`config.mk`:
```
export PLATFORM = sky130hd
export DESIGN_NAME = scan_7s_ctrl
export DESIGN_NICKNAME = d
export VERILOG_FILES = /design/src/rtl/scan_7s_ctrl_pkg.sv /design/src/rtl/scan_7s_ctrl_bcd7s.sv /design/src/rtl/scan_7s_ctrl.sv
export SDC_FILE = /design/constraint.sdc
export NUM_CORES = 1
export LEC_CHECK = 0
export CAP_MARGIN = 10
export CORE_MARGIN = 1
export CORE_UTILIZATION = 45
export CTS_BUF_LIST = sky130_fd_sc_hd__clkbuf_16
export DETAILED_ROUTE_END_ITERATION = 16
export PLACE_DENSITY = 0.69
export SLEW_MARGIN = 0
export SYNTH_ARGS = -nofsm -noshare
export SYNTH_HDL_FRONTEND = slang
export SYNTH_SLANG_ARGS = --single-unit
export TNS_END_PERCENT = 10
```
`constraint.sdc`:
```
create_clock -name clk -period 2.6 [get_ports clk]
set_input_delay 0.65 -clock clk [delete_from_list [all_inputs] [get_ports clk]]
set_output_delay 0.65 -clock clk [all_outputs]
set_load 0.05 [all_outputs]
```
`src/rtl/scan_7s_ctrl_pkg.sv`:
```
// Shared definitions for the 7-segment scan controller: FSM states and segment constants.
package scan_7s_ctrl_pkg;

    typedef enum logic [1:0] {
        IDLE  = 2'd0,
        BLANK = 2'd1,
        LIT   = 2'd2
    } scan_state_t;

    localparam logic [6:0] SEG_OFF = 7'b0000000;

endpackage

```
`src/rtl/scan_7s_ctrl_bcd7s.sv`:
```
// BCD to 7-segment decoder (gfedcba, active-high); codes 10..15 render as "0".
module bcd7s
    import scan_7s_ctrl_pkg::*;
(
    input  logic [3:0] code,
    output logic [6:0] seg
);

    always_comb begin
        seg = SEG_OFF;
        case (code)
            4'd0:    seg = 7'b0111111;
            4'd1:    seg = 7'b0000110;
            4'd2:    seg = 7'b1011011;
            4'd3:    seg = 7'b1001111;
            4'd4:    seg = 7'b1100110;
            4'd5:    seg = 7'b1101101;
            4'd6:    seg = 7'b1111101;
            4'd7:    seg = 7'b0000111;
            4'd8:    seg = 7'b1111111;
            4'd9:    seg = 7'b1101111;
            default: seg = 7'b0111111;
        endcase
    end

endmodule

```
`src/rtl/scan_7s_ctrl.sv`:
```
// Time-multiplexed scan controller for a NUM_DIGITS-digit 7-segment display with a
// double-buffered digit register, per-slot blanking guard and leading-zero suppression.
module scan_7s_ctrl
    import scan_7s_ctrl_pkg::*;
#(
    parameter int unsigned NUM_DIGITS   = 4,
    parameter int unsigned DWELL_CYCLES = 50000,
    parameter int unsigned BLANK_CYCLES = 500
) (
    input  logic                    clk,
    input  logic                    rst,
    input  logic                    en,
    input  logic                    load,
    input  logic [4*NUM_DIGITS-1:0] bcd_in,
    input  logic [NUM_DIGITS-1:0]   dp_in,
    input  logic                    lz_supp,
    output logic [NUM_DIGITS-1:0]   an,
    output logic [6:0]              seg,
    output logic                    dp,
    output logic                    frame_done
);

    localparam int unsigned CNT_W = $clog2(DWELL_CYCLES);
    localparam int unsigned IDX_W = $clog2(NUM_DIGITS);
    localparam logic [CNT_W-1:0] CNT_BLANK_END = CNT_W'(BLANK_CYCLES - 1);
    localparam logic [CNT_W-1:0] CNT_SLOT_END  = CNT_W'(DWELL_CYCLES - 1);
    localparam logic [IDX_W-1:0] IDX_LAST      = IDX_W'(NUM_DIGITS - 1);

    scan_state_t state, state_nxt;
    logic [IDX_W-1:0] idx, idx_nxt;
    logic [CNT_W-1:0] cnt, cnt_nxt;
    logic             boundary, wrap;

    logic [4*NUM_DIGITS-1:0] shadow_bcd, active_bcd;
    logic [NUM_DIGITS-1:0]   shadow_dp, active_dp;
    logic                    load_pend;

    logic [3:0]            cur_code, code_nxt;
    logic [NUM_DIGITS-1:0] an_nxt;
    logic                  dp_nxt;
    logic                  frame_nxt;

    logic [NUM_DIGITS-1:0] lz_mask;
    logic                  nz_seen;
    logic [3:0]            sel_digit;
    logic                  sel_dp, sel_blank;

    // Walk from the most significant digit down; a digit is blanked until a nonzero one is seen.
    always_comb begin
        nz_seen = 1'b0;
        lz_mask = '0;
        for (int unsigned i = 0; i < NUM_DIGITS; i++) begin
            nz_seen = nz_seen | (active_bcd[(NUM_DIGITS-1-i)*4 +: 4] != 4'd0);
            lz_mask[NUM_DIGITS-1-i] = lz_supp & ~nz_seen & (i != NUM_DIGITS - 1);
        end
    end

    always_comb begin
        sel_digit = '0;
        sel_dp    = 1'b0;
        sel_blank = 1'b0;
        for (int unsigned k = 0; k < NUM_DIGITS; k++) begin
            if (idx == IDX_W'(k)) begin
                sel_digit = active_bcd[k*4 +: 4];
                sel_dp    = active_dp[k];
                sel_blank = lz_mask[k];
            end
        end
    end

    always_ff @(posedge clk) begin
        if (rst) begin
            state      <= IDLE;
            idx        <= '0;
            cnt        <= '0;
            cur_code   <= '0;
            an         <= '1;
            dp         <= 1'b0;
            frame_done <= 1'b0;
        end else begin
            state      <= state_nxt;
            idx        <= idx_nxt;
            cnt        <= cnt_nxt;
            cur_code   <= code_nxt;
            an         <= an_nxt;
            dp         <= dp_nxt;
            frame_done <= frame_nxt;
        end
    end

    always_comb begin
        state_nxt = state;
        idx_nxt   = idx;
        cnt_nxt   = cnt;
        boundary  = 1'b0;
        wrap      = 1'b0;
        if (!en) begin
            state_nxt = IDLE;
            idx_nxt   = '0;
            cnt_nxt   = '0;
        end else begin
            case (state)
                IDLE: begin
                    state_nxt = BLANK;
                    idx_nxt   = '0;
                    cnt_nxt   = '0;
                    boundary  = 1'b1;
                end
                BLANK: begin
                    cnt_nxt = cnt + CNT_W'(1);
                    if (cnt == CNT_BLANK_END) state_nxt = LIT;
                end
                LIT: begin
                    if (cnt == CNT_SLOT_END) begin
                        state_nxt = BLANK;
                        cnt_nxt   = '0;
                        if (idx == IDX_LAST) begin
                            idx_nxt  = '0;
                            wrap     = 1'b1;
                            boundary = 1'b1;
                        end else begin
                            idx_nxt = idx + IDX_W'(1);
                        end
                    end else begin
                        cnt_nxt = cnt + CNT_W'(1);
                    end
                end
                default: begin
                    state_nxt = IDLE;
                    idx_nxt   = '0;
                    cnt_nxt   = '0;
                end
            endcase
        end
    end

    // cur_code follows the selected digit throughout BLANK, so it already holds
    // the right code on the edge where the anode turns on.
    always_comb begin
        an_nxt    = '1;
        dp_nxt    = 1'b0;
        frame_nxt = wrap;
        code_nxt  = (state == BLANK) ? sel_digit : cur_code;
        if (state_nxt == LIT && !sel_blank) begin
            dp_nxt = sel_dp;
            for (int unsigned k = 0; k < NUM_DIGITS; k++) begin
                if (idx == IDX_W'(k)) an_nxt[k] = 1'b0;
            end
        end
    end

    always_ff @(posedge clk) begin
        if (rst) begin
            shadow_bcd <= '0;
            shadow_dp  <= '0;
            active_bcd <= '0;
            active_dp  <= '0;
            load_pend  <= 1'b0;
        end else begin
            if (load) begin
                shadow_bcd <= bcd_in;
                shadow_dp  <= dp_in;
            end
            if (boundary && load_pend) begin
                active_bcd <= shadow_bcd;
                active_dp  <= shadow_dp;
            end
            if (load)          load_pend <= 1'b1;
            else if (boundary) load_pend <= 1'b0;
        end
    end

    bcd7s u_dec (
        .code (cur_code),
        .seg  (seg)
    );

endmodule

```
==> flow_summary.ini, run 1 <==
[synthesis]
seq_area_frac_synth_pct = 46.27
yosysWarnings = 0
yosys.area.top_type = dfxtp_1
synth-edff-count = 0
yosysUniqueCellTypes = 46
synth_cells = 379
syn-cell-area_um2 = 3374
synth_common_cells = dfxtp_1 (78), nor2_1 (48), a21oi_1 (30), nand3_1 (30), o21ai_0 (25)
synth_nets = 418
synth_ff_type = dfxtp_1
synthArstFlopShare_pct = 0
post-synth-top-count-cell = dfxtp_1
synth_top_area_share_pct = 46.27
avgSynthCellArea_um2 = 8.904
yosys-top-cells-area = dfxtp_1 (46%), mux2i_1 (5.9%), nor2_1 (5.3%), ha_1 (5.2%), a21oi_1 (4.4%)
synth-seq-cells = 78

[sta]
tightest_slew_ns = 0.6259
max_freq_mhz = 418.3
finalCritPeriodShare_pct = 91.95
fin_crit_ns = 2.391
skew_ns = 0.007260
final_max_slew_viol_count = 0
hold_violations = 0
slew_headroom_pct = 58.08
tns_ns = 0
setup_viol = 0
rsz0062_at_grt = false

[floorplanning]
die_w_um = 88.60
die_h_um = 88.60
start_util_pct = 46.52
rows = 31
core_um2 = 7253
io_pins = 38
dieArea_um2 = 7849

[power]
p_leak_nw = 1.585
p_per_area_nw_per_um2 = 692.3
vdd_ir_drop_max_v = 0.0003438

[drt]
drc = 0
num_vias = 2752
vias_per_cell = 5.303
drtIter0Drc = 122
routed_wl_mm = 7.308
drt_first_pass_iters = 4
avgRoutedWirePerCell_um = 14.08
ant_nets = 0

[global_route]
grt_max_degree = 25
antenna_found_initial = 0
grt.total_usage_pct = 20.21
grt_pass1_vias = 2583
overflow = 0
grt_pass1_wl_mm = 12.07

[clocking]
insertion_delay_ns = 0.33
clock_path_buffers = 2
clk_pin_slew_ns = 0.06
clock_sinks = 78
cts_resized = 0
clockRootBuffer = clkbuf_16
cts_hold_buf = 0
cts_tree = yes
cts_max_level = 3
postCtsSetupBuffers = 0
numCtsBuffers = 9

[critical_path]
rr_endpoint = an[2]
r2r_cells = 6
path_max_fanout = 4
rr_startpoint = cnt[0]
setup.worst_path.end_class = flop
regToRegSetupSlack_ns = 0.21
worstSetupPathType = reg2reg
critical_path_required_ns = 2.80
crit_arrival_ns = 2.59
slowest_stage = nor4_1
critical_path.cell_chain = ha_1, or3b_2, nor4_1, o211ai_1, a2bb2oi_1, nand3_1
cpPeakStageDelay_ns = 0.53
startpoint_type = flop

[job]
maxCapViolCount = 0

[layout]
antennaDiodeCount = 0
layout.nets = 454
fillers = 645
area_delta_synth_final_pct = 24.58
drive_above_1_share_pct = 9.286
post-route-util_pct = 57.96

[place]
dp_hpwl_mm = 5.088
gp_congestion = 0.7794
io_buffers = 37

[worst_hold_path]
hp-start = shadow_bcd[7]
min_to = active_bcd[7]
holdCritPathClass = reg2reg
min_path_cells = 2

[status]
status = complete, no violations
logic make-up (layout without fill, tap and decap cells):
group | Yosys count | count (layout) | share of synthesized area, %
AO/OA/AOI/OAI | 74 | 74 | 12.76
buffers and inverters | 35 | 76 | 3.930
XOR/XNOR | 14 | 14 | 3.634
multiplexers | 22 | 22 | 6.600
AND/OR/NAND/NOR | 142 | 142 | 21.62
flip-flops | 78 | 78 | 46.27
adder cells (fa/ha/maj) | 14 | 14 | 5.191
through the flow:
stage | setup slack [ns] | cells | cell area, um2 | hold WS [ns] | power (W)
final | 0.2094 | 519 | 4204 | 0.4660 | 0.002911
after global routing | 0.02726 | 519 | 4204 | 0.4827 | 0.003004
after CTS | 0.1323 | 519 | 4193 | 0.4672 | 0.002927
after detailed placement | 0.1323 | 503 | 3855 | 0.4574 | 0.001530
after global placement | 0.2586 | 503 | 3855 | 0.4385 | 0.001524
after floorplan | 0.09705 | 379 | 3374 | 0.4262 | 0.001433
worst max-delay path, delay by kind of cell (launching register included):
kind,cells,cell delay (ns)
flip-flops,1,0.38
adder cells (fa/ha/maj),1,0.22
AND/OR/NAND/NOR,3,1.14
AO/OA/AOI/OAI,2,0.52
placed cells by master (no fill, tap or decap), types with 2 or more instances in the layout:
cell             synthesis  final
a21o_1                   2      2
nand2b_1                 2      2
a21oi_1                 30     30
mux2_2                   2      2
o211ai_1                 2      2
a221o_1                  2      2
and3b_1                  2      2
or4_4                    2      2
mux2i_1                 20     20
o21ai_0                 25     25
and3_1                   3      3
nor2_1                  48     48
xor2_1                   9      9
a31oi_1                  3      3
nand4b_1                 3      3
inv_1                   13     13
a31o_2                   2      2
clkdlybuf4s50_1          0     36
clkbuf_16                0      9
nor2b_1                  2      2
nand4_1                  6      6
ha_2                     0      2
nor3_1                   2      2
dfxtp_1                 78     78
nand2_1                 20     20
nor4_1                   7      7
xnor2_1                  5      5
a311oi_1                 3      2
bufinv_16                0      3
ha_1                    14     12
buf_4                    0     10
clkinv_2                 0      3
nand3_1                 30     30
nand3b_1                 5      5
final cells by class:
type | instances | area [um2] | share of cell area (%)
well taps | 99 | 123.9 | 2.946
inverters | 13 | 48.80 | 1.161
repair buffers | 47 | 440.4 | 10.48
clock inverters | 7 | 112.6 | 2.679
flip-flops and latches | 78 | 1562 | 37.14
multi-input cells | 266 | 1692 | 40.24
clock buffers | 9 | 225.2 | 5.357
report_power, final:
part | internal (W) | total (W) | switching, W | leakage, nW
registers | 0.00124 | 0.00126 | 0.0000190 | 0.635
logic | 0.000107 | 0.000249 | 0.000142 | 0.784
clock network | 0.000931 | 0.00141 | 0.000475 | 0.165
total | 0.00227 | 0.00291 | 0.000636 | 1.58
flip-flops by register name, indices dropped and copies added (netlist names), 2 cells and up:
signal,cells
cur_code,4
state,2
an,4
shadow_dp,4
cnt,16
u_dec.seg,7
active_dp,4
shadow_bcd,16
active_bcd,16
idx,2
metal layers:
metal / vias to the layer above / global-route usage, % / part of all wire [%]
met3: 12 / 3.825 / 2.5
met4: 0 / 9.238 / 1.8
li1: 1409 / - / -
met5: - / 0 / 0
met1: 1294 / 25.45 / 48
met2: 37 / 33.57 / 48
how the worst max path moves through the flow:
| stage | from | end | slack [ns] |
|---|---|---|---|
| floorplan | idx[0] | u_dec.seg[4] | 0.1 |
| global placement | idx[0] | u_dec.seg[4] | 0.26 |
| detailed placement | idx[0] | u_dec.seg[4] | 0.13 |
| CTS | idx[0] | u_dec.seg[3] | 0.13 |
| global route | cnt[0] | an[2] | 0.03 |
| finish | cnt[0] | an[2] | 0.21 |
No activity file was read; power rests on OpenSTA's default activity.
==> run 2: changes to the inputs <==
- SKIP_CTS_REPAIR_TIMING: unset -> 1
==> results of run 2 <==
The final DEF is identical to that of run 1; final timing and power are the same.
